==> config.mk <==
export PLATFORM = sky130hd
export DESIGN_NAME = vga_timing_gen_flat
export DESIGN_NICKNAME = d
export VERILOG_FILES = /design/src/rtl/vga_timing_if.sv /design/src/rtl/vga_timing_gen.sv /design/src/flat_wrapper.sv
export SDC_FILE = /design/constraint.sdc
export NUM_CORES = 1
export LEC_CHECK = 0
export CAP_MARGIN = 5
export CORE_MARGIN = 8
export CORE_UTILIZATION = 29
export DETAILED_ROUTE_END_ITERATION = 10
export PLACE_DENSITY_LB_ADDON = 0.15
export REMOVE_ABC_BUFFERS = 1
export SLEW_MARGIN = 40
export SYNTH_ARGS = -nofsm -noshare
export SYNTH_HDL_FRONTEND = slang
export SYNTH_SLANG_ARGS = --single-unit
==> constraint.sdc <==
create_clock -name clk -period 3.1 [get_ports clk]
set_clock_uncertainty 0.2 [all_clocks]
set_input_delay 0.465 -clock clk [delete_from_list [all_inputs] [get_ports clk]]
set_output_delay 0.465 -clock clk [all_outputs]
set_load 0.05 [all_outputs]
==> src/rtl/vga_timing_if.sv <==
// Raster timing bundle: the control inputs of the timing generator and the
// counters/strobes it produces. The generator is the master; the pixel
// pipeline or bench that paces itself from the raster is the slave.
interface vga_timing_if;
    logic        en;
    logic        restart;
    logic [10:0] h_cnt;
    logic [10:0] v_cnt;
    logic        vga_dv_o;
    logic        vga_hs_o;
    logic        vga_vs_o;
    logic        line_start;
    logic        frame_start;
    logic [15:0] frame_cnt;

    modport master (
        input  en,
        input  restart,
        output h_cnt,
        output v_cnt,
        output vga_dv_o,
        output vga_hs_o,
        output vga_vs_o,
        output line_start,
        output frame_start,
        output frame_cnt
    );

    modport slave (
        output en,
        output restart,
        input  h_cnt,
        input  v_cnt,
        input  vga_dv_o,
        input  vga_hs_o,
        input  vga_vs_o,
        input  line_start,
        input  frame_start,
        input  frame_cnt
    );
endinterface

==> src/rtl/vga_timing_gen.sv <==
// Video raster timing generator. Produces the h/v counters and the DV/HS/VS
// strobes plus line/frame start pulses and a completed-frame counter.
// Every strobe is decoded from the *next* counter values and registered in
// the same edge as the counters, so strobes and counters are never skewed.
// Defaults: VESA 1600x900@60 reduced blanking (108 MHz pixel clock).
module vga_timing_gen #(
    parameter int HRES   = 1600,
    parameter int HFP    = 24,
    parameter int HSYNC  = 80,
    parameter int HBP    = 96,
    parameter int VRES   = 900,
    parameter int VFP    = 1,
    parameter int VSYNC  = 3,
    parameter int VBP    = 96,
    parameter int HS_POL = 1,
    parameter int VS_POL = 1
) (
    input  logic          clk,
    input  logic          rst,
    vga_timing_if.master  bus
);
    localparam int HTOT = HRES + HFP + HSYNC + HBP;
    localparam int VTOT = VRES + VFP + VSYNC + VBP;

    // Counters are 11 bits wide, so the raster must fit in 2048x2048.
    if ((HTOT > 2048) || (VTOT > 2048)) begin : g_size_check
        $error("vga_timing_gen: HTOT/VTOT must not exceed 2048");
    end

    localparam logic [10:0] H_LAST   = 11'(HTOT - 1);
    localparam logic [10:0] V_LAST   = 11'(VTOT - 1);
    localparam logic [10:0] H_ACT    = 11'(HRES);
    localparam logic [10:0] V_ACT    = 11'(VRES);
    localparam logic [10:0] H_SYNC_S = 11'(HRES + HFP);
    localparam logic [10:0] H_SYNC_E = 11'(HRES + HFP + HSYNC);
    localparam logic [10:0] V_SYNC_S = 11'(VRES + VFP);
    localparam logic [10:0] V_SYNC_E = 11'(VRES + VFP + VSYNC);
    localparam logic        HS_ON    = (HS_POL != 0);
    localparam logic        VS_ON    = (VS_POL != 0);

    logic [10:0] h_cnt_reg, v_cnt_reg;
    logic [15:0] frame_cnt_reg;
    logic        dv_reg, hs_reg, vs_reg;
    logic        line_start_reg, frame_start_reg;
    // Cleared by reset: the counters sit at 0 but no pixel is on screen yet,
    // so the first enabled edge loads the origin instead of advancing past it.
    logic        pos_valid_reg;
    // Previous-cycle restart, so a held restart only pulses frame_start once.
    logic        restart_d_reg;

    logic [10:0] h_next, v_next;
    logic        update;
    logic        frame_inc;
    logic        pulse_ok;
    logic        dv_next, hs_next, vs_next;

    // Next raster position: restart beats enable, enable beats hold.
    always_comb begin
        h_next    = h_cnt_reg;
        v_next    = v_cnt_reg;
        frame_inc = 1'b0;
        update    = bus.restart | bus.en;
        pulse_ok  = 1'b0;
        if (bus.restart) begin
            h_next    = '0;
            v_next    = '0;
            // A restart landing on the natural frame wrap still counts that frame.
            frame_inc = bus.en && pos_valid_reg &&
                        (h_cnt_reg == H_LAST) && (v_cnt_reg == V_LAST);
            pulse_ok  = !restart_d_reg;
        end else if (bus.en) begin
            pulse_ok = 1'b1;
            if (!pos_valid_reg) begin
                h_next = '0;
                v_next = '0;
            end else if (h_cnt_reg == H_LAST) begin
                h_next = '0;
                if (v_cnt_reg == V_LAST) begin
                    v_next    = '0;
                    frame_inc = 1'b1;
                end else begin
                    v_next = v_cnt_reg + 11'd1;
                end
            end else begin
                h_next = h_cnt_reg + 11'd1;
            end
        end
    end

    // Strobe decode by comparison on the next position, so any restart point
    // yields self-consistent sync levels.
    always_comb begin
        dv_next = (h_next < H_ACT) && (v_next < V_ACT);
        hs_next = ((h_next >= H_SYNC_S) && (h_next < H_SYNC_E)) ? HS_ON : ~HS_ON;
        vs_next = ((v_next >= V_SYNC_S) && (v_next < V_SYNC_E)) ? VS_ON : ~VS_ON;
    end

    // Register counters, strobes and pulses; pulses drop whenever nothing moves.
    always_ff @(posedge clk) begin
        if (!rst) begin
            h_cnt_reg       <= '0;
            v_cnt_reg       <= '0;
            frame_cnt_reg   <= '0;
            dv_reg          <= 1'b0;
            hs_reg          <= ~HS_ON;
            vs_reg          <= ~VS_ON;
            line_start_reg  <= 1'b0;
            frame_start_reg <= 1'b0;
            pos_valid_reg   <= 1'b0;
            restart_d_reg   <= 1'b0;
        end else begin
            restart_d_reg <= bus.restart;
            if (update) begin
                h_cnt_reg     <= h_next;
                v_cnt_reg     <= v_next;
                dv_reg        <= dv_next;
                hs_reg        <= hs_next;
                vs_reg        <= vs_next;
                pos_valid_reg <= 1'b1;
            end
            line_start_reg  <= update && pulse_ok && (h_next == 11'd0);
            frame_start_reg <= update && pulse_ok && (h_next == 11'd0) && (v_next == 11'd0);
            if (frame_inc) begin
                frame_cnt_reg <= frame_cnt_reg + 16'd1;
            end
        end
    end

    assign bus.h_cnt       = h_cnt_reg;
    assign bus.v_cnt       = v_cnt_reg;
    assign bus.vga_dv_o    = dv_reg;
    assign bus.vga_hs_o    = hs_reg;
    assign bus.vga_vs_o    = vs_reg;
    assign bus.line_start  = line_start_reg;
    assign bus.frame_start = frame_start_reg;
    assign bus.frame_cnt   = frame_cnt_reg;
endmodule

==> src/flat_wrapper.sv <==
// flat-port wrapper written by rule: the top's interface ports become plain ports
module vga_timing_gen_flat 
#(
    parameter int HRES   = 1600,
    parameter int HFP    = 24,
    parameter int HSYNC  = 80,
    parameter int HBP    = 96,
    parameter int VRES   = 900,
    parameter int VFP    = 1,
    parameter int VSYNC  = 3,
    parameter int VBP    = 96,
    parameter int HS_POL = 1,
    parameter int VS_POL = 1
)
  (clk, rst, bus_en, bus_restart, bus_h_cnt, bus_v_cnt, bus_vga_dv_o, bus_vga_hs_o, bus_vga_vs_o, bus_line_start, bus_frame_start, bus_frame_cnt);
  vga_timing_if bus_i ();
  input  logic clk;
  input  logic rst;
  input wire logic [$bits(bus_i.en)-1:0] bus_en;
  input wire logic [$bits(bus_i.restart)-1:0] bus_restart;
  output wire logic [$bits(bus_i.h_cnt)-1:0] bus_h_cnt;
  output wire logic [$bits(bus_i.v_cnt)-1:0] bus_v_cnt;
  output wire logic [$bits(bus_i.vga_dv_o)-1:0] bus_vga_dv_o;
  output wire logic [$bits(bus_i.vga_hs_o)-1:0] bus_vga_hs_o;
  output wire logic [$bits(bus_i.vga_vs_o)-1:0] bus_vga_vs_o;
  output wire logic [$bits(bus_i.line_start)-1:0] bus_line_start;
  output wire logic [$bits(bus_i.frame_start)-1:0] bus_frame_start;
  output wire logic [$bits(bus_i.frame_cnt)-1:0] bus_frame_cnt;
  assign bus_i.en = bus_en;
  assign bus_i.restart = bus_restart;
  assign bus_h_cnt = bus_i.h_cnt;
  assign bus_v_cnt = bus_i.v_cnt;
  assign bus_vga_dv_o = bus_i.vga_dv_o;
  assign bus_vga_hs_o = bus_i.vga_hs_o;
  assign bus_vga_vs_o = bus_i.vga_vs_o;
  assign bus_line_start = bus_i.line_start;
  assign bus_frame_start = bus_i.frame_start;
  assign bus_frame_cnt = bus_i.frame_cnt;
  vga_timing_gen #(.HRES(HRES), .HFP(HFP), .HSYNC(HSYNC), .HBP(HBP), .VRES(VRES), .VFP(VFP), .VSYNC(VSYNC), .VBP(VBP), .HS_POL(HS_POL), .VS_POL(VS_POL)) u_core (.clk(clk), .rst(rst), .bus(bus_i));
endmodule
==> impl_metrics.json, run 1 <==
{
  "run_status": "completed",
  "cp_cell_sequence": "nor4bb_1 > nand3_1 > or4_4 > nor2_4 > and4_1 > xor2_1 > and2_1",
  "cp.arrival_ns": 3.03,
  "remaining_drc_errors": 0,
  "htree_levels": 2,
  "fin_util_pct": 38.5,
  "crit_required_ns": 3.16,
  "clockBufferDepth": 2,
  "clkSlewWorstSetupHoldPaths_ns": 0.09,
  "finalSetupViolCount": 0,
  "clockRootBuffer": "clkbuf_8",
  "worstReg2RegEnd": "u_core.bus.frame_cnt[14]$_SDFFE_PN0P_",
  "placedCellCount": 494,
  "ios": 47,
  "worstHoldPathType": "reg -> reg",
  "dieArea_mm2": 0.0126,
  "synth_edf_count": 0,
  "crit_type": "reg -> reg",
  "clk_latency_ns": 0.31,
  "grt_start_max_net_pins": 47,
  "final_common_cell": "clkdlybuf4s50_1",
  "synth_top_area_cell": "dfxtp_1",
  "core-area_mm2": 0.00911,
  "synthCells": 330,
  "drv_slew": 0,
  "n_antenna_cell": 0,
  "maxSlewHeadroom_pct": 47.4,
  "grt_pass1_vias": 2556,
  "vdd_ir_drop_max_mv": 0.250,
  "min_period_over_period_pct": 95.9,
  "worstRegToRegCells": 7,
  "grt_pass1_wl_um": 13200,
  "wl_per_cell_um": 15.8,
  "critPathLaunch": "u_core.bus.h_cnt[3]$_SDFFE_PN0P_",
  "grt-ovfl-total": 0,
  "synth_top_flop_cell": "dfxtp_1",
  "hold_buffers": 0,
  "largest_reg_flops": 16,
  "endpoint": "u_core.bus.frame_cnt[14]$_SDFFE_PN0P_",
  "place.detailed.hpwl_um": 5930,
  "synth_top_cell_area_share_pct": 33.6,
  "via_per_inst": 5.26,
  "r2r-start": "u_core.bus.h_cnt[3]$_SDFFE_PN0P_",
  "reg2reg_slack_ns": 0.13,
  "finalPower_mw": 1.15,
  "rsz0062_at_grt": "no",
  "cpMaxStageDelayCell": "nor4bb_1",
  "cts_made_buffers": 5,
  "post_cts_resize_count": 0,
  "layout.cells.most_common_list": "clkdlybuf4s50_1 (46), dfxtp_1 (45), nand2_1 (28), buf_4 (28), o21ai_0 (21)",
  "drive_gt1_share_pct": 11.8,
  "cts_tree": "built",
  "layout.cells.non_filler": 502,
  "gp_congestion": 0.932,
  "ant_nets": 0,
  "start_util_pct": 29.4,
  "grtUsageTotal_pct": 12.8,
  "synth.distinct_cells": 58,
  "die-width_um": 112,
  "finalCriticalPeriod_ns": 2.97,
  "p_leak_nw": 1.31,
  "cap_viol_max_count": 0,
  "area_growth_pct": 30.8,
  "post-cts-setup-buffers": 0,
  "drt_pass1_iterations": 4,
  "yosysWarnings": 0,
  "finalHoldViolCount": 0,
  "whs_ns": 0.287,
  "routed_wl_um": 7920,
  "startpoint_type": "flip-flop",
  "max_freq_mhz": 336,
  "mappedNetlistArea_mm2": 0.00268,
  "die_h_um": 112,
  "rows": 35,
  "yosys-top-cells-area": "dfxtp_1 (34%), and2_1 (4.2%), nand2_1 (3.9%)",
  "cts_sinks": 45,
  "port_buffers": 46,
  "drt_iter0_drc": 127,
  "antenna_found_initial": 0,
  "vias": 2639,
  "crit_path_max_fanout": 6,
  "tightestPinTransition_ns": 0.779,
  "slowest_delay_ns": 0.69,
  "avgSynthCellArea_um2": 8.13,
  "p_per_area_mw_per_mm2": 327,
  "synth-seq-cells": 45,
  "seq_area_frac_synth_pct": 33.6,
  "synthArstFlopShare_pct": 0,
  "finalNetCount": 397,
  "endpoint_kind": "flip-flop"
}
## critical path, delay by kind of cell, from the launching register on
family | cells | cell delay (ns)
and+or+nand+nor | 6 | 2.24
DFF | 1 | 0.34
xor gates and xnor gates | 1 | 0.14
## metal layers
metal	part of all wire, %	GRT usage (%)	wire, um
met3	5.1	3.17	401
met1	49	16.4	3850
met5	0	0	0
met2	45	20.6	3570
met4	1.3	4.23	102
## worst min-delay path by stage
stage                                      startpoint                                end  slack (ns)  cells after the start
floorplan           u_core.pos_valid_reg$_SDFFE_PN0P_  u_core.pos_valid_reg$_SDFFE_PN0P_        0.32                      1
global placement     u_core.bus.vga_hs_o$_SDFFE_PN0P_   u_core.bus.vga_hs_o$_SDFFE_PN0P_        0.28                      2
detailed placement   u_core.bus.vga_hs_o$_SDFFE_PN0P_   u_core.bus.vga_hs_o$_SDFFE_PN0P_        0.28                      2
CTS                  u_core.bus.vga_hs_o$_SDFFE_PN0P_   u_core.bus.vga_hs_o$_SDFFE_PN0P_        0.30                      2
global route         u_core.bus.vga_hs_o$_SDFFE_PN0P_   u_core.bus.vga_hs_o$_SDFFE_PN0P_        0.32                      2
finish               u_core.bus.vga_hs_o$_SDFFE_PN0P_   u_core.bus.vga_hs_o$_SDFFE_PN0P_        0.29                      2
## cell families after synthesis
group	share of synthesized area, %
AO/OA/AOI/OAI	20.2
XOR/XNOR	5.23
buffers and inverters	4.11
adder cells (fa/ha/maj)	1.40
AND/OR/NAND/NOR	34.0
flip-flops	33.6
multiplexers	1.49
## final cells by class
| type | instances | area, um^2 |
|---|---|---|
| fill | 946 | 5600 |
| multi-input combinational | 261 | 1670 |
| sequential | 45 | 901 |
| timing repair buffer | 74 | 671 |
| tap | 111 | 139 |
| clock buffer | 5 | 68.8 |
| clock inverter | 3 | 46.3 |
| inverter | 3 | 11.3 |
## power by group
group | switching (mW) | internal (mW)
sequential | 0.00393 | 0.583
clock | 0.228 | 0.242
combinational | 0.0540 | 0.0357
## stage by stage
stage                     cell area (um^2)  setup TNS, ns  worst slack (ns)
after floorplan                       2580        -0.0329           -0.0329
after global placement                3390              0             0.223
after detailed placement              3390              0             0.201
after CTS                             3510              0             0.178
after global routing                  3510              0           0.00706
final                                 3510              0             0.126
## synth_stat cells (all sizes together), types with 2 or more instances
master and n:
o211a 5, and4 4, o21ai 25, o2111ai 2, nand2b 4, mux2i 4
nor2 14, ha 3, inv 3, xnor2 7, clkbuf 15, nand4 12
a31oi 4, or2 3, nand3 18, dfxtp 45, o211ai 4, o21a 3
xor2 9, nand2 28, buf 6, and3 9, a21oi 17, nand3b 2
a211oi 3, a211o 2, nor3 8, a21boi 4, a22o 2, and2 19
nor2b 11, or4 4, o31ai 4, or3 6, nor4b 2, nor4 8
Note: power is estimated with default switching activity, not from simulation.
==> run 2, diff against run 1 <==
- CORE_ASPECT_RATIO: not set -> 0.7
==> run 2 against run 1 <==
  * Register-to-register slack gained 0.06 ns
  * Total power grew 14%
  * Die area grew 0.39%
  * Final cell count grew 3.4%
  * Sequential share of layout area shrank 0.70 points
  * Global-route usage grew 0.68 points
  * Critical endpoint is now u_core.bus.frame_start$_SDFF_PN0_
  * Maximum frequency grew 2.0%
  * Sequential power is essentially flat
  * Non-clock buffer count grew 4
==> impl_metrics.json, run 2 (synthesis gave the netlist of run 1 again) <==
{
  "run_status": "completed",
  "cp.buffers_inverters": 0,
  "remaining_drc_errors": 0,
  "cts_made_buffers": 5,
  "crit_required_ns": 3.14,
  "vias": 2749,
  "p_leak_nw": 1.35,
  "antenna_found_initial": 0,
  "worstReg2RegEnd": "u_core.bus.frame_start$_SDFF_PN0_",
  "dpl-instance-area_mm2": 0.00344,
  "crit_path_max_fanout": 9,
  "grt_pass1_wl_um": 13400,
  "clk_latency_ns": 0.29,
  "grt_start_max_net_pins": 47,
  "switching_power_mw": 0.300,
  "layout.cells.non_filler": 519,
  "worstRegToRegCells": 8,
  "ant_nets": 0,
  "place.detailed.hpwl_um": 6000,
  "r2r-start": "u_core.bus.h_cnt[0]$_SDFFE_PN0P_",
  "htree_levels": 2,
  "finalHoldViolCount": 0,
  "area_growth_pct": 34.6,
  "drv_slew": 0,
  "die_h_um": 96.5,
  "post-cts-setup-buffers": 0,
  "path_delay_family": "simple AND/OR/NAND/NOR gates",
  "die-width_um": 131,
  "holdPathStages": 2,
  "cap_viol_max_count": 0,
  "cp_cell_sequence": "ha_2 > nand2_1 > or4_1 > nor3_1 > o21ai_1 > a22o_1 > nor4b_1 > and3_1",
  "pwr-share-seq_pct": 45.1,
  "p_per_area_mw_per_mm2": 360,
  "n_antenna_cell": 0,
  "intPower_mw": 1.00,
  "cpMaxStageDelayCell": "or4_1",
  "worstHoldPathType": "reg -> reg",
  "via_per_inst": 5.30,
  "hold_path_end": "u_core.bus.vga_hs_o$_SDFFE_PN0P_",
  "port_buffers": 46,
  "post_cts_resize_count": 0,
  "grtUsageTotal_pct": 13.5,
  "finalPower_mw": 1.30,
  "grt_pass1_vias": 2555,
  "drive_gt1_share_pct": 12.9,
  "drt_pass1_iterations": 5,
  "reg2reg_slack_ns": 0.19,
  "rows": 29,
  "cp.arrival_ns": 2.95,
  "crit_type": "reg -> reg",
  "finalNetCount": 401,
  "grt-ovfl-total": 0,
  "fillers": 913,
  "p_comb_share_pct": 7.0,
  "min_period_over_period_pct": 94.0,
  "cts_sinks": 45,
  "layout.cells.most_common_list": "clkdlybuf4s50_1 (46), dfxtp_1 (44), buf_4 (32)",
  "start_util_pct": 29.7,
  "post-route-cell-area_mm2": 0.00361,
  "slowest_delay_ns": 0.71,
  "multi_input_area_mm2": 0.00167,
  "finalSetupViolCount": 0,
  "hold_buffers": 0,
  "clkPwrFrac_pct": 47.8,
  "largest_reg_flops": 16,
  "clockRootBuffer": "clkbuf_16",
  "startpoint_type": "flip-flop",
  "rsz0062_at_grt": "no",
  "wl_per_cell_um": 15.9,
  "routed_wl_um": 8230,
  "finalSetupTns_ns": 0,
  "tightestPinTransition_ns": 0.554,
  "endpoint_kind": "flip-flop",
  "maxSlewHeadroom_pct": 62.6,
  "cts_tree": "built",
  "core-area_mm2": 0.00903,
  "vdd_ir_drop_max_mv": 0.171,
  "clockBufferDepth": 2,
  "sw_frac_of_total_pct": 23.1,
  "max_freq_mhz": 343,
  "drt_iter0_drc": 225,
  "clkSlewWorstSetupHoldPaths_ns": 0.07,
  "final_common_cell": "clkdlybuf4s50_1",
  "min-delay-start": "u_core.bus.vga_hs_o$_SDFFE_PN0P_",
  "finalCriticalPeriod_ns": 2.91,
  "seq_area_um2": 902,
  "placedCellCount": 511,
  "ios": 47,
  "dieArea_mm2": 0.0126,
  "gp_congestion": 0.882
}
==> run 2: changes by cell type in the layout (fill, tap and decap cells not counted), sizes merged <==
cell / change
buf: +4
clkbuf: +1
clkinvlp: -1
==> run 2: how the worst max path moves through the flow <==
stage | from | to | slack (ns) | depth (start not counted)
2_1_floorplan | u_core.bus.v_cnt[0]$_SDFFE_PN0P_ | u_core.bus.frame_cnt[14]$_SDFFE_PN0P_ | -0.03 | 8
3_3_place_gp | u_core.bus.h_cnt[0]$_SDFFE_PN0P_ | u_core.bus.frame_start$_SDFF_PN0_ | 0.04 | 8
3_5_place_dp | u_core.bus.h_cnt[0]$_SDFFE_PN0P_ | u_core.bus.frame_start$_SDFF_PN0_ | 0.03 | 8
4_1_cts | u_core.bus.h_cnt[0]$_SDFFE_PN0P_ | u_core.bus.frame_start$_SDFF_PN0_ | 0.0009 | 8
5_1_grt | u_core.bus.h_cnt[0]$_SDFFE_PN0P_ | u_core.bus.frame_start$_SDFF_PN0_ | 0.03 | 8
6_report | u_core.bus.h_cnt[0]$_SDFFE_PN0P_ | u_core.bus.frame_start$_SDFF_PN0_ | 0.19 | 8
==> run 2: through the flow <==
step                util, %  setup WS, ns  hold slack, ns
global route           40.0        0.0328           0.340
detailed placement     38.1        0.0286           0.281
floorplan                 -       -0.0329           0.319
global placement       38.1        0.0445           0.275
finish                 40.0         0.185           0.283
CTS                    39.9      0.000919           0.290
==> run 2: tightest hold or removal path: stages (launching register included) <==
cell     delay (ns)
dfxtp_1        0.31
nand3_1        0.06
o21ai_0        0.07
==> run 2: layer usage <==
metal / track usage, % / up-vias / wire, um
met5: 0 / - / 0
met4: 2.85 / 0 / 63
met3: 3.62 / 8 / 611
met2: 19.3 / 93 / 3310
met1: 19.7 / 1300 / 4250
li1: - / 1348 / -
==> run 2: power by group through the flow <==
stage               clock, mW  combinational, mW  sequential, mW
floorplan                   0             0.0317           0.612
global placement            0             0.0904           0.601
detailed placement          0             0.0908           0.600
CTS                     0.638             0.0910           0.587
global route            0.654             0.0989           0.587
finish                  0.622             0.0911           0.587
==> run 2: layout make-up <==
| class | instances | share of cell area, % |
|---|---|---|
| Clock buffer | 6 | 3.57 |
| Clock inverter | 2 | 1.07 |
| Inverter | 3 | 0.312 |
| Multi-Input combinational cell | 261 | 46.3 |
| Sequential cell | 45 | 25.0 |
| Tap cell | 124 | 4.30 |
| Timing Repair Buffer | 78 | 19.4 |
